$ cat config.mk
export PLATFORM = sky130hd
export DESIGN_NAME = dtcore32_mem_arbiter
export DESIGN_NICKNAME = d
export VERILOG_FILES = /design/src/rtl/dtcore32_pkg.sv /design/src/rtl/dtcore32_mem_arbiter.sv
export SDC_FILE = /design/constraint.sdc
export NUM_CORES = 1
export LEC_CHECK = 0
export CAP_MARGIN = 5
export CORE_AREA = 3 3 104 106
export DETAILED_ROUTE_END_ITERATION = 10
export DIE_AREA = 0 0 107 109
export HOLD_SLACK_MARGIN = 0.08
export PLACE_DENSITY = 0.73
export SYNTH_ARGS = -nofsm -noshare
export SYNTH_HDL_FRONTEND = slang
export SYNTH_SLANG_ARGS = --single-unit
$ cat constraint.sdc
create_clock -name clk_i -period 1.9 [get_ports clk_i]
set_input_delay 0.38 -clock clk_i [delete_from_list [all_inputs] [get_ports clk_i]]
set_output_delay 0.38 -clock clk_i [all_outputs]
set_load 0.01 [all_outputs]
$ cat src/rtl/dtcore32_pkg.sv
// Shared dtcore32 types: memory-arbiter owner states and the default starvation bound.
package dtcore32_pkg;

  localparam int STARVE_LIMIT_DEFAULT = 4;

  typedef enum logic [1:0] {
    IDLE      = 2'd0,
    IMEM_PEND = 2'd1,
    DMEM_PEND = 2'd2
  } owner_e;

endpackage

$ cat src/rtl/dtcore32_mem_arbiter.sv
// Arbitrates fetch and load/store traffic onto one single-ported memory.
// Grants are combinational and fixed-latency; read data returns one cycle later.
module dtcore32_mem_arbiter
  import dtcore32_pkg::*;
#(
  parameter int STARVE_LIMIT = STARVE_LIMIT_DEFAULT
) (
  input  logic        clk_i,
  input  logic        rst_i,
  input  logic        imem_req_i,
  input  logic [31:0] imem_addr_i,
  output logic        imem_gnt_o,
  output logic        imem_rvalid_o,
  output logic [31:0] imem_rdata_o,
  input  logic        dmem_req_i,
  input  logic        dmem_we_i,
  input  logic [31:0] dmem_addr_i,
  input  logic [31:0] dmem_wdata_i,
  input  logic [3:0]  dmem_be_i,
  output logic        dmem_gnt_o,
  output logic        dmem_rvalid_o,
  output logic [31:0] dmem_rdata_o,
  output logic        mem_en_o,
  output logic [31:0] mem_addr_o,
  output logic [31:0] mem_wdata_o,
  output logic [3:0]  mem_we_o,
  input  logic [31:0] mem_rdata_i
);

  localparam int CNT_W = (STARVE_LIMIT < 1) ? 1 : $clog2(STARVE_LIMIT + 1);
  localparam logic [CNT_W-1:0] LIMIT_C = CNT_W'(STARVE_LIMIT);

  owner_e           state_q, state_d;
  logic [CNT_W-1:0] starve_q, starve_d;
  logic             store_q, store_d;
  logic             imem_win, dmem_win;

  function automatic logic [CNT_W-1:0] sat_inc(input logic [CNT_W-1:0] v);
    return (v == LIMIT_C) ? v : v + 1'b1;
  endfunction

  // DMEM has priority until IMEM has been passed over STARVE_LIMIT times in a row.
  always_comb begin
    imem_win = 1'b0;
    dmem_win = 1'b0;
    if (!rst_i) begin
      if (dmem_req_i && !(imem_req_i && (starve_q == LIMIT_C))) begin
        dmem_win = 1'b1;
      end else if (imem_req_i) begin
        imem_win = 1'b1;
      end
    end
  end

  always_comb begin
    state_d  = IDLE;
    store_d  = dmem_win && dmem_we_i;
    starve_d = starve_q;
    if (imem_win) begin
      state_d = IMEM_PEND;
    end else if (dmem_win) begin
      state_d = DMEM_PEND;
    end
    if (!imem_req_i || imem_win) begin
      starve_d = '0;
    end else if (dmem_win) begin
      starve_d = sat_inc(starve_q);
    end
  end

  always_ff @(posedge clk_i or posedge rst_i) begin
    if (rst_i) begin
      state_q  <= IDLE;
      starve_q <= '0;
      store_q  <= 1'b0;
    end else begin
      state_q  <= state_d;
      starve_q <= starve_d;
      store_q  <= store_d;
    end
  end

  assign imem_gnt_o  = imem_win;
  assign dmem_gnt_o  = dmem_win;
  assign mem_en_o    = imem_win | dmem_win;
  assign mem_addr_o  = imem_win ? imem_addr_i : dmem_addr_i;
  assign mem_wdata_o = dmem_wdata_i;
  assign mem_we_o    = (dmem_win && dmem_we_i) ? dmem_be_i : 4'b0000;

  // The async reset clears state_q immediately, so the response side needs no extra gating.
  assign imem_rvalid_o = (state_q == IMEM_PEND);
  assign imem_rdata_o  = imem_rvalid_o ? mem_rdata_i : 32'h0;
  assign dmem_rvalid_o = (state_q == DMEM_PEND);
  assign dmem_rdata_o  = (dmem_rvalid_o && !store_q) ? mem_rdata_i : 32'h0;

endmodule
# ---- Word-level counts from Yosys, hierarchy flattened
# Cells that the tools add are included.
dict set report op_classes {
  n_addsub 1
  n_eq_ne 4
  n_bitwise 1
  n_mux 14
  n_reduce_logical 10
}
# op n
set ops {}
lappend ops {{$mux W32} 3}
lappend ops {{$mux W3} 3}
lappend ops {{$mux W1} 5}
lappend ops {{$logic_and A1 B1 Y1} 4}
lappend ops {{$mux W2} 2}
lappend ops {{$mux W4} 1}
lappend ops {{$add A3 B1 Y3 const B} 1}
lappend ops {{$eq A3 B3 Y1 const B} 1}
lappend ops {{$logic_not A1 Y1} 3}
lappend ops {{$eq A2 B1 Y1 const B} 1}
lappend ops {{$eq A2 B2 Y1 const B} 1}
lappend ops {{$ne A2 B2 Y1 const B} 1}
lappend ops {{$reduce_and A2 Y1} 1}
lappend ops {{$reduce_bool A2 Y1} 1}
lappend ops {{$logic_or A1 B1 Y1} 1}
lappend ops {{$or A1 B1 Y1} 1}
dict set report totals {
  regBits 6
  wordCells 33
  inputBits 137
  output_inout_bits 137
}

# ---- Longest topological paths before layout
dict set report logic_depth {
  word_depth 9
  mapped_depth 6
  mapped_depth_nobuf 5
}

# ---- Worst setup path after synthesis
# Ideal clock, no wire load.
dict set report synth_path {
  kind {register -> output}
  startpoint {register starve_q[0]}
  endpoint {output port mem_addr_o[22]}
  n_path_buf 1
  stages_incl_launch_ff 7
  arrival_ns 1.645
  required_ns 1.520
  setup_slack_ns -0.125
  path_cell_list {dfrtp_1 -> inv_1 -> ha_1 -> a21boi_2 -> nor3b_4 -> buf_6 -> mux2_2}
}
dict set report synth_via {
  elab_chain_len 7
}
# element line
set synth_lines {}
lappend synth_lines {{start: declaration} dtcore32_mem_arbiter.sv:34} ;# logic [CNT_W-1:0] starve_q, starve_d;
lappend synth_lines {{start signal: assignment} dtcore32_mem_arbiter.sv:78} ;# starve_q <= starve_d;
lappend synth_lines {{$eq A3 B3 Y1} dtcore32_mem_arbiter.sv:47} ;# if (dmem_req_i && !(imem_req_i && (starve_q == LIMIT_C))) begin
lappend synth_lines {{$logic_and A1 B1 Y1} dtcore32_mem_arbiter.sv:47}
lappend synth_lines {{$logic_not A1 Y1} dtcore32_mem_arbiter.sv:47}
lappend synth_lines {{$logic_and A1 B1 Y1} dtcore32_mem_arbiter.sv:47}
lappend synth_lines {{$mux W1} dtcore32_mem_arbiter.sv:47}
lappend synth_lines {{$mux W1} dtcore32_mem_arbiter.sv:46} ;# if (!rst_i) begin
lappend synth_lines {{net imem_gnt_o} dtcore32_mem_arbiter.sv:12} ;# output logic imem_gnt_o,
lappend synth_lines {{$mux W32} dtcore32_mem_arbiter.sv:86} ;# assign mem_addr_o = imem_win ? imem_addr_i : dmem_addr_i;
lappend synth_lines {{end: declaration} dtcore32_mem_arbiter.sv:24} ;# output logic [31:0] mem_addr_o,
# The timed path passes the listed nets, and every way through them passes these cells.

# ---- Worst setup path in the final report
dict set report layout_path {
  startpoint {register starve_q[0]}
  endpoint {output port mem_addr_o[16]}
}
dict set report layout_via {
  elab_chain_len 7
}
# element line
set layout_lines {}
lappend layout_lines {{$eq A3 B3 Y1} dtcore32_mem_arbiter.sv:47}
lappend layout_lines {{$logic_and A1 B1 Y1} dtcore32_mem_arbiter.sv:47}
lappend layout_lines {{$logic_not A1 Y1} dtcore32_mem_arbiter.sv:47}
lappend layout_lines {{$logic_and A1 B1 Y1} dtcore32_mem_arbiter.sv:47}
lappend layout_lines {{$mux W1} dtcore32_mem_arbiter.sv:47}
lappend layout_lines {{$mux W1} dtcore32_mem_arbiter.sv:46}
lappend layout_lines {{$mux W32} dtcore32_mem_arbiter.sv:86}
# Every way passes these cells.

==> out/summary.txt <==
Clk_lat worst skew: 0.23 ns
GP Congestion: 0.727
Max-slew violation count: 0
Final hold vios: 0
Tightest Pin Transition: 0.197 ns
Endpoints failing setup: 53
First-pass GRT wire length: 12.4 mm
Avg Cell Area, Syn: 8.15 um^2
Kind of critical path: flop to output port
Sequential fraction of the synthesis area: 10.6%
Yosys warns: 0
Filler-free cell count of the finished design: 525
Die Y: 109 um
Commonest non-fill, non-tap cell in the layout: clkdlybuf4s50_1
Synthesized flop and latch total: 6
CP required: 1.52 ns
Vias in the first global route: 2,220
Most common cell on crit path: buf_6
Power per cell area: 275 nW/um^2
Net count after synthesis: 313
Core Footprint: 9860 um^2
CP Launch Type: flop
DR iter-0 viols: 31
CTS buffer count: 3
Clock root buffer: clkbuf_8
CP Max Fanout: 8
Wire length per cell: 16.6 um
Clock Tree Buf Depth: 2
Fin crit share: 124%
Initial antenna violation count: 0
DR vias/cell: 3.94
Hold WS: 0.522 ns
Failing checks: negative setup slack
Cell family with most CP delay: buffers and inverters
CP bufs+invs: 5
Starting Density: 14.4%
Max incr delay on CP: 0.39 ns
Ant diodes: 0
# H-tree levels: 1
Drt total wl: 8.73 mm
DRC violations left: 0
DP HPWL: 6.20 mm
RSZ-0062 raised after global routing: yes
Placed Instances: 492
Maxcap violations: 0
Relative slew slack: 86.7%
Setup ws final: -0.457 ns
FILL cells: 956
Share of cells above drive strength 1: 49.7%
Setup WS pre-CTS: -0.815 ns
CTS tree: built
Leakage: 2.01 nW
Port Buf Inserts: 209
Largest net degree at the start of global routing: 10
Post-DRT Antenna Nets: 0
Clock Sink Count: 6
Total grt overflow: 0
Num ports: 274
Layout Utilization: 42.0%
Most frequent cells in the layout: 103 x clkdlybuf4s50_1, 64 x buf_6, 50 x and2_1
Clock skew: 0.00747 ns
Final nets: 533
Peak supply drop: 0.189 mV
Total Neg Setup Slack: -13.38 ns
Gr usage total: 13.7%
Reg clk slew, reported paths: 0.04 ns
Synth unique cells: 21
Synth Cell Area: 1420 um^2
Width of the chip: 107 um
Tightest Hold Check Type: input port to async pin
Die area: 11,700 um^2
Total number of vias: 2,066
Layout area overhead: 192%
Status: finished, violations left
CP Cell Sequence: inv_2, ha_4, a21boi_4, nor3b_4, buf_6, buf_8, buf_16, mux2_4, buf_6
Syn Inst Count: 174
Slowest cell on the critical path: dfrtp_1
CP Capture Type: output port
Pre-antenna DRT Iters: 4
FP Rows: 36
R2r setup slk: 0.42 ns
Achievable Freq: 424 MHz
WP data arrival: 1.98 ns
Cts-stage hold buffer count: 0
Final min period: 2.36 ns
## state kept, by name (all words and copies together), names as in the netlist
name	cells
store_q	1
starve_q	3
state_q	2
## stage by stage
step / area, um^2 / power [W]
2_1_floorplan: 1470 / 0.000405
3_3_place_gp: 3600 / 0.000792
3_5_place_dp: 3600 / 0.000801
4_1_cts: 4090 / 0.00114
5_1_grt: 4140 / 0.00120
6_report: 4140 / 0.00114
## cells in the mapped netlist
| library cell | number | share of area, % |
|---|---|---|
| nor3b_4 | 1 | 1.3 |
| and2_1 | 68 | 30 |
| nand3_1 | 2 | 0.71 |
| nand2b_1 | 1 | 0.44 |
| nor3b_1 | 1 | 0.53 |
| buf_6 | 3 | 2.4 |
| dfrtp_1 | 6 | 11 |
| a21boi_0 | 3 | 1.6 |
| clkbuf_1 | 6 | 1.6 |
| buf_4 | 32 | 17 |
| a311oi_1 | 1 | 0.62 |
| a21boi_2 | 1 | 0.79 |
| a31oi_1 | 2 | 0.88 |
| nor2_1 | 2 | 0.53 |
| inv_1 | 4 | 1.1 |
| or3b_2 | 1 | 0.62 |
| nor2b_1 | 3 | 1.3 |
| ha_1 | 2 | 1.8 |
| nand2_1 | 2 | 0.53 |
| mux2_2 | 32 | 25 |
| o21ai_0 | 1 | 0.35 |
## worst reg2reg max path, cell delays in order, from the launching register on
cell and delay [ns]:
dfrtp_1 0.36, buf_4 0.11, buf_4 0.09, ha_1 0.18, or3b_2 0.45, a21boi_0 0.18
## repair_timing
| item | in CTS | in global routing |
|---|---|---|
| buffers inserted | 22 | 7 |
| pin swaps | 11 | 11 |
| gates cloned | 9 | 0 |
| gates resized for setup | 434 | 50 |
| setup endpoints to repair | 104 | 72 |
## where the power goes
group          leakage (nW)  switching (W)  internal, W
Combinational          1.91       0.000256     0.000549
Clock                0.0216      0.0000605     0.000137
Sequential           0.0811     0.00000392     0.000133
## final timing paths
kind	startpoint	end	depth (start not counted)
max reg2reg	starve_q[0]	starve_q[2]	5
min	rst_i	starve_q[1]	4
min in group clk_i	imem_req_i	state_q[1]	3
min reg2reg	starve_q[2]	state_q[1]	2
max in group asynchronous	rst_i	store_q	4
max	starve_q[0]	mem_addr_o[16]	9
## area by class of cell
type	count	area (um^2)	share of cell area [%]
Timing Repair Buffer	256	2600	62.7
Tap cell	133	166	4.02
Multi-Input combinational cell	123	1170	28.3
Sequential cell	6	150	3.63
Inverter	4	15.0	0.363
Clock buffer	3	41.3	0.997
## routing by layer
layer / wire [um] / vias to the layer above / GRT usage, %
met2: 4830 / 152 / 27.3
met1: 2840 / 938 / 14.1
li1: - / 971 / -
met5: 0 / - / 0
met4: 68 / 0 / 1.64
met3: 993 / 5 / 4.68
## kinds of logic after synthesis
family,Yosys count,synth area share [%]
mux,32,25.4
buf+inv,45,22.0
fa+ha+maj,2,1.76
flops,6,10.6
compound gates,8,4.24
simple gates,81,36.0
(Power assumes the default switching activity.)
